$ cat src/rtl/key_conditioner_if.sv
// Key conditioner signal bundle: raw active-low keys and enable in, debounced
// level and single-cycle press/release pulses out.
interface key_conditioner_if #(
    parameter int NUM_KEYS = 4
);
    logic [NUM_KEYS-1:0] key_n;
    logic                enable;
    logic [NUM_KEYS-1:0] held;
    logic [NUM_KEYS-1:0] press_pulse;
    logic [NUM_KEYS-1:0] release_pulse;
    logic                any_held;

    modport master (
        output key_n, enable,
        input  held, press_pulse, release_pulse, any_held
    );

    modport slave (
        input  key_n, enable,
        output held, press_pulse, release_pulse, any_held
    );
endinterface

$ cat src/rtl/key_conditioner.sv
// Per-key 2-flop synchronizer, debounce FSM and registered held/press/release outputs.
// Optional auto-repeat of press_pulse while held: define KEY_CONDITIONER_AUTO_REPEAT_EN.
module key_conditioner #(
    parameter int NUM_KEYS        = 4,
    parameter int DEBOUNCE_CYCLES = 1000000,
    parameter int REPEAT_DELAY    = 25000000,
    parameter int REPEAT_RATE     = 5000000
) (
    input  logic             clk,
    input  logic             reset_n,
    key_conditioner_if.slave kif
);
    localparam int MAX_DR = (DEBOUNCE_CYCLES > REPEAT_DELAY) ? DEBOUNCE_CYCLES : REPEAT_DELAY;
    localparam int MAX_P  = (MAX_DR > REPEAT_RATE) ? MAX_DR : REPEAT_RATE;
    localparam int CNT_W  = $clog2(MAX_P + 1);

    typedef logic [CNT_W-1:0] cnt_t;
    localparam cnt_t DEB_LAST = cnt_t'(DEBOUNCE_CYCLES - 1);

    typedef enum logic [1:0] {
        RELEASED  = 2'd0,
        PRESS_CHK = 2'd1,
        HELD      = 2'd2,
        REL_CHK   = 2'd3
    } key_state_e;

    logic [NUM_KEYS-1:0] sync1_q, sync2_q, s;
    key_state_e          state_q [NUM_KEYS];
    key_state_e          state_d [NUM_KEYS];
    cnt_t                cnt_q   [NUM_KEYS];
    cnt_t                cnt_d   [NUM_KEYS];
    logic [NUM_KEYS-1:0] held_q, held_d;
    logic [NUM_KEYS-1:0] press_q, press_d;
    logic [NUM_KEYS-1:0] release_q, release_d;
    logic                any_held_q, any_held_d;
`ifdef KEY_CONDITIONER_AUTO_REPEAT_EN
    localparam cnt_t REP_DELAY_LAST = cnt_t'(REPEAT_DELAY - 1);
    localparam cnt_t REP_RATE_LAST  = cnt_t'(REPEAT_RATE - 1);
    // Selects the initial delay vs. the steady repeat interval for the counter.
    logic [NUM_KEYS-1:0] rep_first_q, rep_first_d;
`endif

    assign s = ~sync2_q;

    always_comb begin
        held_d    = held_q;
        press_d   = '0;
        release_d = '0;
`ifdef KEY_CONDITIONER_AUTO_REPEAT_EN
        rep_first_d = rep_first_q;
`endif
        for (int i = 0; i < NUM_KEYS; i++) begin
            state_d[i] = state_q[i];
            cnt_d[i]   = cnt_q[i];
            unique case (state_q[i])
                RELEASED: begin
                    if (s[i]) begin
                        state_d[i] = PRESS_CHK;
                        cnt_d[i]   = '0;
                    end
                end
                PRESS_CHK: begin
                    if (!s[i]) begin
                        state_d[i] = RELEASED;
                    end else if (cnt_q[i] == DEB_LAST) begin
                        state_d[i] = HELD;
                        held_d[i]  = 1'b1;
                        press_d[i] = kif.enable;
                        cnt_d[i]   = '0;
`ifdef KEY_CONDITIONER_AUTO_REPEAT_EN
                        rep_first_d[i] = 1'b1;
`endif
                    end else begin
                        cnt_d[i] = cnt_q[i] + cnt_t'(1);
                    end
                end
                HELD: begin
                    if (!s[i]) begin
                        state_d[i] = REL_CHK;
                        cnt_d[i]   = '0;
                    end
`ifdef KEY_CONDITIONER_AUTO_REPEAT_EN
                    else if (cnt_q[i] == (rep_first_q[i] ? REP_DELAY_LAST : REP_RATE_LAST)) begin
                        press_d[i]     = kif.enable;
                        cnt_d[i]       = '0;
                        rep_first_d[i] = 1'b0;
                    end else begin
                        cnt_d[i] = cnt_q[i] + cnt_t'(1);
                    end
`endif
                end
                REL_CHK: begin
                    if (s[i]) begin
                        state_d[i] = HELD;
                        cnt_d[i]   = '0;
`ifdef KEY_CONDITIONER_AUTO_REPEAT_EN
                        rep_first_d[i] = 1'b1;
`endif
                    end else if (cnt_q[i] == DEB_LAST) begin
                        state_d[i]   = RELEASED;
                        held_d[i]    = 1'b0;
                        release_d[i] = kif.enable;
                        cnt_d[i]     = '0;
                    end else begin
                        cnt_d[i] = cnt_q[i] + cnt_t'(1);
                    end
                end
                default: state_d[i] = RELEASED;
            endcase
        end
        any_held_d = |held_d;
    end

    // Synchronizers reset to 1 so a key reads as released out of reset.
    always_ff @(posedge clk or negedge reset_n) begin
        if (!reset_n) begin
            sync1_q    <= '1;
            sync2_q    <= '1;
            held_q     <= '0;
            press_q    <= '0;
            release_q  <= '0;
            any_held_q <= 1'b0;
`ifdef KEY_CONDITIONER_AUTO_REPEAT_EN
            rep_first_q <= '0;
`endif
            for (int i = 0; i < NUM_KEYS; i++) begin
                state_q[i] <= RELEASED;
                cnt_q[i]   <= '0;
            end
        end else begin
            sync1_q    <= kif.key_n;
            sync2_q    <= sync1_q;
            held_q     <= held_d;
            press_q    <= press_d;
            release_q  <= release_d;
            any_held_q <= any_held_d;
`ifdef KEY_CONDITIONER_AUTO_REPEAT_EN
            rep_first_q <= rep_first_d;
`endif
            for (int i = 0; i < NUM_KEYS; i++) begin
                state_q[i] <= state_d[i];
                cnt_q[i]   <= cnt_d[i];
            end
        end
    end

    assign kif.held          = held_q;
    assign kif.press_pulse   = press_q;
    assign kif.release_pulse = release_q;
    assign kif.any_held      = any_held_q;
endmodule

$ cat src/flat_wrapper.sv
// flat-port wrapper written by rule: the top's interface ports become plain ports
module key_conditioner_flat 
#(
    parameter int NUM_KEYS        = 4,
    parameter int DEBOUNCE_CYCLES = 1000000,
    parameter int REPEAT_DELAY    = 25000000,
    parameter int REPEAT_RATE     = 5000000
)
  (clk, reset_n, kif_key_n, kif_enable, kif_held, kif_press_pulse, kif_release_pulse, kif_any_held);
  key_conditioner_if #(.NUM_KEYS(NUM_KEYS)) kif_i ();
  input  logic clk;
  input  logic reset_n;
  input wire logic [$bits(kif_i.key_n)-1:0] kif_key_n;
  input wire logic [$bits(kif_i.enable)-1:0] kif_enable;
  output wire logic [$bits(kif_i.held)-1:0] kif_held;
  output wire logic [$bits(kif_i.press_pulse)-1:0] kif_press_pulse;
  output wire logic [$bits(kif_i.release_pulse)-1:0] kif_release_pulse;
  output wire logic [$bits(kif_i.any_held)-1:0] kif_any_held;
  assign kif_i.key_n = kif_key_n;
  assign kif_i.enable = kif_enable;
  assign kif_held = kif_i.held;
  assign kif_press_pulse = kif_i.press_pulse;
  assign kif_release_pulse = kif_i.release_pulse;
  assign kif_any_held = kif_i.any_held;
  key_conditioner #(.NUM_KEYS(NUM_KEYS), .DEBOUNCE_CYCLES(DEBOUNCE_CYCLES), .REPEAT_DELAY(REPEAT_DELAY), .REPEAT_RATE(REPEAT_RATE)) u_core (.clk(clk), .reset_n(reset_n), .kif(kif_i));
endmodule
$ cat config.mk
export PLATFORM = sky130hd
export DESIGN_NAME = key_conditioner_flat
export DESIGN_NICKNAME = d
export VERILOG_FILES = /design/src/rtl/key_conditioner_if.sv /design/src/rtl/key_conditioner.sv /design/src/flat_wrapper.sv
export SDC_FILE = /design/constraint.sdc
export NUM_CORES = 1
export LEC_CHECK = 0
export CAP_MARGIN = 0
export CORE_MARGIN = 3
export CORE_UTILIZATION = 56
export DETAILED_ROUTE_END_ITERATION = 16
export PLACE_DENSITY = 0.74
export SKIP_CTS_REPAIR_TIMING = 1
export SKIP_LAST_GASP = 1
export SYNTH_ARGS = -nofsm -noshare
export SYNTH_HDL_FRONTEND = slang
export SYNTH_SLANG_ARGS = --single-unit
$ cat constraint.sdc
create_clock -name clk -period 3.1 [get_ports clk]
set_clock_uncertainty 0.15 [all_clocks]
set_input_delay 0.62 -clock clk [delete_from_list [all_inputs] [get_ports clk]]
set_output_delay 0.62 -clock clk [all_outputs]
set_load 0.1 [all_outputs]
# == Word level (Yosys, flattened, before mapping) ==
# Index checks and enable logic that the tools add are counted.
# classes
addsub,4
eq_ne,36
n_mux,92
bitwise_logic,1
n_reduce_logical,13
# ops
op,count
2-to-1 mux 25 bit,20
case mux 25 bit (4 select lines),4
adder 25 x 1 -> 25 bit (second input constant),4
== test 25 x 20 -> 1 bit (second input constant),4
2-to-1 mux 2 bit,24
2-to-1 mux 1 bit,36
case mux 2 bit (4 select lines),4
== test 2 bit (second input constant),8
inequality test 2 x 1 -> 1 bit (second input constant),8
AND reduction 4 bit,4
inequality test 3 x 1 -> 1 bit (second input constant),4
inequality test 3 bit (second input constant),4
AND reduction 3 bit,4
== test 2 x 1 -> 1 bit (second input constant),4
logical NOT 2 bit,4
inequality test 2 bit (second input constant),4
case mux 1 bit (2 select lines),4
inverter 4 bit,1
OR reduction 4 bit,1
# word_totals
reg_bits,129
inputBits,7
output_inout_bits,13
wordCells,160

# == Depth between registers and ports, before layout ==
# Gate-level depths: netlist of the first run.
# logic_depth
depth_word,5
ltp_mapped,9
ltp_nobuf,7

# == Worst setup path after synthesis of the first run ==
# OpenSTA, ideal clock, no wires.
# synth_path
path_type,flip-flop to flip-flop
start,register u_core.cnt_q[75] (netlist name)
end,register u_core.any_held_q (netlist: u_core.kif.any_held)
setup_ps,138
arrival_ps,2195
required_ps,2812
slack_ps,617
path_stages_with_launch,9
path_buffers,1
path_cell_list,dfrtp_1 -> ha_1 -> and4_1 -> clkbuf_1 -> nand4_1 -> nor3_1 -> mux2i_1 -> nand2_1 -> or4_1
# synth_via
elab_chain_len,5
word_cells_on_any_way,7
cone_classes,eq/ne (1); mux (5); reduce/logical (1)
# synth_rtl
element,line_no,rtl
from (decl),key_conditioner.sv:30,cnt_t cnt_q [NUM_KEYS];
"from (signal, indexed assignment)",key_conditioner.sv:142,cnt_q[i] <= cnt_d[i];
== test 25 x 20 -> 1 bit *,"key_conditioner.sv:65, key_conditioner.sv:99",
2-to-1 mux 1 bit (on tied branches),"key_conditioner.sv:99, key_conditioner.sv:65",
2-to-1 mux 1 bit (on tied branches),"key_conditioner.sv:93, key_conditioner.sv:63",
case mux 1 bit (2 select lines) *,key_conditioner.sv:55,unique case (state_q[i])
net u_core.held_d[0],key_conditioner.sv:32,"logic [NUM_KEYS-1:0] held_q, held_d;"
OR reduction 4 bit *,key_conditioner.sv:111,any_held_d = |held_d;
net u_core.any_held_d,key_conditioner.sv:35,"logic any_held_q, any_held_d;"
to (signal assigned),key_conditioner.sv:136,any_held_q <= any_held_d;
to (decl),key_conditioner.sv:35,
# Mark *: on every way through the listed nets, which the timed path passes. The rest lies on a longest branch.
# A chain may end at the register's enable or synchronous reset.

# == Final worst setup path of the first run ==
# Ends and elaborated chain as after synthesis.

==> reports/results.tsv, run 1 <==
stage	metric	value	unit
worst_hold_path	Hold Path Class	in -> async	
timing	Tmin final	2.715	ns
run_status	status	complete, no violations	
finish	layout cell share with drive strength beyond 1	0.1064	
clock_network	Num CTS Buffers	17	
synthesis	post-synth cell types	58	
placement	cell total after placement	832	
pwr	Leak	3.252	nW
clock_network	clock root buffer master	clkbuf_16	
setup_path	crit path kind	reg -> reg	
pwr	PnR Total Power	3.857	mW
placement	RePlAce Congestion	0.8721	
floorplan	Die Width	113.3	um
setup_path	largest stage delay on the critical path	0.52	ns
finish	Synth-to-Final Area Change	14.23	%
setup_path	CP arrival	2.87	ns
finish	commonest non-fill, non-tap cell in the layout	dfrtp_1	
floorplan	Starting Density	0.5850	
routing	wire length per cell	15.50	um
timing	Slew @ Worst Pin	0.6891	ns
floorplan	Core Footprint	0.01103	mm^2
job	Max-cap violations	0	
timing	sum of negative setup slack	0	ns
finish	most frequent cells in the layout	dfrtp_1, nor2_1, nand2_1	
synthesis	asr flop ratio synth	1.000	
synthesis	EDFF count, synth	0	
setup_path	CP delay by family, top	simple AND/OR/NAND/NOR gates	
pwr	Peak VDD IR	0.0005120	V
setup_path	Worst setup EP type	flip-flop	
finish	Fillers	884	
placement	pre-CTS worst setup slack	0.3912	ns
synthesis	Ys Warns	0	
synthesis	sequential area share after synthesis	0.5018	
synthesis	Post-synth top flop	dfrtp_1	
routing	iteration count of the initial detailed-routing pass	5	
routing	via density per instance	5.844	
synthesis	Avg Inst Size Synth	9.447	um^2
clock_network	H-tree depth	4	
timing	Final Cycle Share	0.8758	
global_route	gr usage total	0.2270	
clock_network	CTS Buffer Depth	2	
timing	RSZ-0062 raised after global routing	no	
routing	Iteration-0 DRC Markers	370	
timing	Max Slew Vio Count	0	
synthesis	Cell Area, Synth	0.006452	mm^2
global_route	largest net degree at the start of global routing	130	
floorplan	die height	113.3	um
setup_path	critical path cell sequence	ha_1 -> and4_1 -> nand4_1 -> nor3_1 -> mux2i_1 -> nand2_1 -> or4_1	
finish	area of the multi-input gates	0.003072	mm^2
setup_path	CP max FO	7	
routing	residual DRC count	0	
clock_network	clk sinks	129	
global_route	first-pass GRT wire length	23200	um
timing	Final Hold Fails	0	
synthesis	syn nets	694	
setup_path	WP data required	3.25	ns
timing	Slew headroom	0.5371	
floorplan	num ports	20	
timing	final setup vio count	0	
global_route	global route overflow	0	
routing	Detail Route Antenna Nets	0	
clock_network	Skew-Pair Late Insertion Delay	0.43	ns
timing	worst hold slack	0.1109	ns
finish	# nets final	722	
synthesis	Synth Register Bits	129	
routing	total detailed-routing wirelength	13390	um
finish	antenna fix cells	0	
global_route	initial antenna violation count	0	
clock_network	CTS clock-pin slew for the worst setup and hold paths	0.06	ns
setup_path	CP max stage cell	or4_1	
pwr	PD cells	523.3	mW/mm^2
placement	# port buffers	19	
floorplan	number of core rows	38	
clock_network	CTS tree	yes	
setup_path	startpoint types	flip-flop	
placement	Area after DPL	0.006788	mm^2
finish	Core Util, Final	0.6682	
placement	HPWL after DPL	8959	um
synthesis	Post-Syn Instances	683	
timing	post-layout worst setup margin	0.3851	ns
setup_path	Buffers & Inverters on Critical Path	0	
global_route	vias in the first global route	4826	
finish	sequential cell area	0.003238	mm^2
finish	Cell Count, Final, Fillers Out	864	
timing	fmax	368.3	MHz
floorplan	Die ar.	0.01285	mm^2
routing	Vias	5049	
finish	post-route cell area	0.007371	mm^2
registers in the layout, summed over array words and instances, names as in the netlist, named ones only:
signal,cells
u_core.cnt_q,100
u_core.kif.press_pulse,4
u_core.kif.held,4
u_core.kif.any_held,1
u_core.sync1_q,4
u_core.sync2_q,4
u_core.kif.release_pulse,4
u_core.state_q,4
report_power, final:
group          switching [mW]  internal (mW)  total (mW)  leakage [nW]
Clock                   0.750           1.20        1.95         0.275
Sequential             0.0335           1.72        1.75          1.76
Combinational           0.103         0.0532       0.157          1.22
logic make-up (layout without fill, tap and decap cells):
group                      Yosys count  in the layout  synth area share
adders and majority gates            5              5          0.009308
and+or+nand+nor                    349            349            0.2748
DFF                                129            129            0.5018
AOI/OAI and AO/OA                   92             92           0.09153
muxes                                7              7           0.01086
buffers and inverters               35             76           0.02210
xor gates and xnor gates            66             66           0.08959
path summary, 6_finish.rpt:
| path | from | endpoint | slack, ns | cells past startpoint |
|---|---|---|---|---|
| setup reg to reg | u_core.cnt_q[75]$_DFFE_PN0P_ | u_core.kif.any_held$_DFF_PN0_ | 0.39 | 7 |
| hold / removal | reset_n | u_core.cnt_q[9]$_DFFE_PN0P_ | 0.11 | 2 |
| setup / recovery | u_core.cnt_q[75]$_DFFE_PN0P_ | u_core.kif.any_held$_DFF_PN0_ | 0.39 | 7 |
| max in group asynchronous | reset_n | u_core.cnt_q[19]$_DFFE_PN0P_ | 2.15 | 2 |
| hold reg to reg | u_core.sync1_q[1]$_DFF_PN1_ | u_core.sync2_q[1]$_DFF_PN1_ | 0.20 | 0 |
| min in group clk | u_core.sync1_q[1]$_DFF_PN1_ | u_core.sync2_q[1]$_DFF_PN1_ | 0.20 | 0 |
layer usage:
layer  track usage  share of wire
met5             0              0
met4       0.06731         0.0099
met3       0.07059          0.038
met2        0.3626           0.49
met1        0.3002           0.46
area by class of cell:
type | count | share of cell area
Tap cell | 140 | 0.02377
Clock buffer | 19 | 0.06009
Multi-Input combinational cell | 519 | 0.4167
Clock inverter | 13 | 0.01901
Timing Repair Buffer | 30 | 0.03395
Sequential cell | 129 | 0.4393
Inverter | 14 | 0.007130
cell usage after synthesis, types with 2 or more instances:
master,instances,area [um^2]
a21o_1,3,22.52
a21oi_1,10,50.05
a22o_1,2,17.52
a22oi_1,2,15.01
a31oi_1,14,87.58
and2_1,3,18.77
and3_1,23,143.9
and3b_1,2,17.52
and4_1,11,96.34
buf_2,3,15.01
buf_4,2,15.01
clkbuf_1,16,60.06
dfrtp_1,121,3028
dfstp_2,8,210.2
ha_1,4,50.05
inv_1,14,52.55
mux2i_1,7,70.07
nand2_1,71,266.5
nand2b_1,7,43.79
nand3_1,33,165.2
nand4_1,27,168.9
nor2_1,102,382.9
nor2b_1,12,75.07
nor3_1,20,100.1
nor3b_1,4,30.03
nor4_1,12,75.07
nor4b_1,4,35.03
o21a_1,2,15.01
o21ai_0,33,165.2
o21bai_1,4,30.03
o22ai_1,4,25.02
o31ai_1,7,52.55
or2_2,3,18.77
or3_1,3,18.77
or3b_2,2,17.52
or4_1,2,15.01
xnor2_1,22,192.7
xor2_1,44,385.4
Note: power is estimated with default switching activity, not from simulation.
==> inputs of run 2 (changes only) <==
--- a/config.mk
+++ b/config.mk
@@ -8,6 +8,7 @@
 export CAP_MARGIN = 0
 export CORE_MARGIN = 3
 export CORE_UTILIZATION = 56
+export CTS_BUF_LIST = sky130_fd_sc_hd__clkbuf_8
 export DETAILED_ROUTE_END_ITERATION = 16
 export PLACE_DENSITY = 0.74
 export SKIP_CTS_REPAIR_TIMING = 1
==> reports/results.tsv, run 2 (same netlist as run 1, synthesis figures left out) <==
stage	metric	value	unit	change
setup_path	startpoint types	flip-flop		
global_route	grt met2 use	0.3495		-0.01303
clock_network	CTS Buffer Depth	2		unchanged
floorplan	die height	113.3	um	unchanged
routing	Iteration-0 DRC Markers	362		-2.2%
finish	Reg with most FFs	u_core.cnt_q		
placement	# port buffers	19		unchanged
timing	Slew headroom	0.5344		-0.002659
clock_network	Skew-Pair Late Insertion Delay	0.45	ns	+0.02 ns
finish	layout cell share with drive strength beyond 1	0.1064		unchanged
routing	iteration count of the initial detailed-routing pass	5		unchanged
pwr	power share of the combinational group	0.047		+0.006
pwr	Clock Power Share	0.423		-0.083
setup_path	CP max FO	7		unchanged
global_route	gr busiest metal	met2		
global_route	gr usage total	0.2192		-0.007818
clock_network	clock root buffer master	clkbuf_8		
placement	RePlAce Congestion	0.8721		unchanged
setup_path	CP arrival	2.88	ns	about the same
pwr	Peak VDD IR	0.0003915	V	-24%
worst_hold_path	Hold Path Class	in -> async		
finish	most frequent cells in the layout	dfrtp_1, nor2_1, nand2_1		
pwr	Reg power frac	0.529		+0.075
timing	Final Cycle Share	0.8702		-0.005550
routing	Vias	5036		-0.26%
finish	Synth-to-Final Area Change	11.27	%	
timing	worst hold slack	0.09724	ns	-0.01365 ns
pwr	Sw Share	0.2433		+0.01338
pwr	PD cells	459.7	mW/mm^2	-12%
finish	commonest non-fill, non-tap cell in the layout	dfrtp_1		
floorplan	Die Width	113.3	um	unchanged
job	Max-cap violations	0		unchanged
routing	total detailed-routing wirelength	12970	um	-3.1%
routing	wire length per cell	15.02	um	-3.1%
routing	residual DRC count	0		unchanged
global_route	met1 Track Usage GR	0.2938		-0.006485
run_status	status	complete, no violations		
finish	antenna fix cells	0		unchanged
clock_network	CTS tree	yes		
clock_network	CTS clock-pin slew for the worst setup and hold paths	0.08	ns	+0.02 ns
floorplan	Starting Density	0.5850		unchanged
pwr	NetSw	0.8029	mW	-9.5%
timing	Max Slew Vio Count	0		unchanged
floorplan	num ports	20		unchanged
pwr	Int Power	2.498	mW	-16%
timing	RSZ-0062 raised after global routing	no		
global_route	M3 GR Usage	0.05455		-0.01604
clock_network	Num CTS Buffers	17		unchanged
global_route	initial antenna violation count	0		unchanged
global_route	vias in the first global route	4836		+0.21%
setup_path	crit path launch	u_core.cnt_q[75]$_DFFE_PN0P_		
timing	Tmin final	2.698	ns	-0.01721 ns
clock_network	H-tree depth	4		unchanged
finish	# nets final	722		unchanged
finish	Core Util, Final	0.6509		-0.01735
global_route	global route overflow	0		unchanged
pwr	Leak	3.169	nW	-2.6%
setup_path	Worst setup EP type	flip-flop		
finish	max FFs per register	100		unchanged
clock_network	clk sinks	129		unchanged
routing	via density per instance	5.829		-0.26%
timing	fmax	370.7	MHz	+0.64%
floorplan	Core Footprint	0.01103	mm^2	unchanged
floorplan	Die ar.	0.01285	mm^2	unchanged
timing	Final Hold Fails	0		unchanged
setup_path	reg-to-reg slack, setup	0.40	ns	+0.02 ns
finish	Fillers	904		+2.3%
setup_path	FF-to-FF Start	u_core.cnt_q[75]$_DFFE_PN0P_		
floorplan	number of core rows	38		unchanged
global_route	largest net degree at the start of global routing	130		unchanged
setup_path	R2R Path End	u_core.kif.any_held$_DFF_PN0_		
routing	Detail Route Antenna Nets	0		unchanged
timing	sum of negative setup slack	0	ns	unchanged
global_route	first-pass GRT wire length	22690	um	-2.2%
setup_path	Reg2Reg Depth	7		unchanged
setup_path	WP data required	3.28	ns	+0.03 ns
placement	HPWL after DPL	8959	um	unchanged
setup_path	crit path kind	reg -> reg		
timing	Slew @ Worst Pin	0.6911	ns	+0.001986 ns
timing	final setup vio count	0		unchanged
run 2: cell types whose count changed in the layout (fill, tap and decap cells not counted), sizes merged:
cell and change:
clkbuf -1, inv +1
run 2: area by class of cell:
class / count / area, um^2 / share of cell area
multi-input combinational: 519 / 3072 / 0.4278
clock inverter: 14 / 143.9 / 0.02004
tap: 140 / 175.2 / 0.02440
timing repair buffer: 30 / 250.2 / 0.03486
sequential: 129 / 3238 / 0.4510
clock buffer: 18 / 247.7 / 0.03451
inverter: 14 / 52.55 / 0.007320
run 2: worst max path at each step:
stage	slack [ns]	cells after the start	to
floorplan	0.62	8	u_core.kif.any_held$_DFF_PN0_
global placement	0.53	7	u_core.kif.any_held$_DFF_PN0_
CTS	0.39	7	u_core.kif.any_held$_DFF_PN0_
detailed placement	0.39	7	u_core.kif.any_held$_DFF_PN0_
global route	0.21	7	u_core.kif.any_held$_DFF_PN0_
finish	0.40	7	u_core.kif.any_held$_DFF_PN0_
run 2: power groups by stage:
stage               Clock, mW  Sequential [mW]  Combinational, mW
finish                   1.40             1.75              0.155
global placement            0             1.78              0.153
CTS                      1.43             1.75              0.159
detailed placement          0             1.78              0.159
global route             1.51             1.75              0.179
floorplan                   0             1.77             0.0908
run 2: routing by layer:
layer,up-vias,routed length (um)
met1,2465,6102
met4,0,157
met5,-,0
met2,93,6237
li1,2464,-
met3,14,477
run 2: worst max-delay path, stage by stage, from the launching register on:
cell and delay, ns:
dfrtp_1 0.38, ha_1 0.23, and4_1 0.37, nand4_1 0.19, nor3_1 0.40, mux2i_1 0.25, nand2_1 0.08, or4_1 0.53
run 2: through the flow:
step           power [mW]  setup slack [ns]  cells  instance area (um^2)
6_report            3.301            0.4023    864                  7179
5_1_grt             3.438            0.2076    864                  7179
4_1_cts             3.339            0.3934    864                  7179
3_5_place_dp        1.938            0.3912    832                  6788
3_3_place_gp        1.930            0.5262    832                  6788
2_1_floorplan       1.861            0.6167    683                  6452
==> inputs of run 3 (changes only) <==
--- a/config.mk
+++ b/config.mk
@@ -5,7 +5,6 @@
 export SDC_FILE = /design/constraint.sdc
 export NUM_CORES = 1
 export LEC_CHECK = 0
-export CAP_MARGIN = 0
 export CORE_MARGIN = 3
 export CORE_UTILIZATION = 56
 export CTS_BUF_LIST = sky130_fd_sc_hd__clkbuf_8
==> results of run 3 <==
Same layout as run 2: the final DEF is identical, and so are final timing and power.
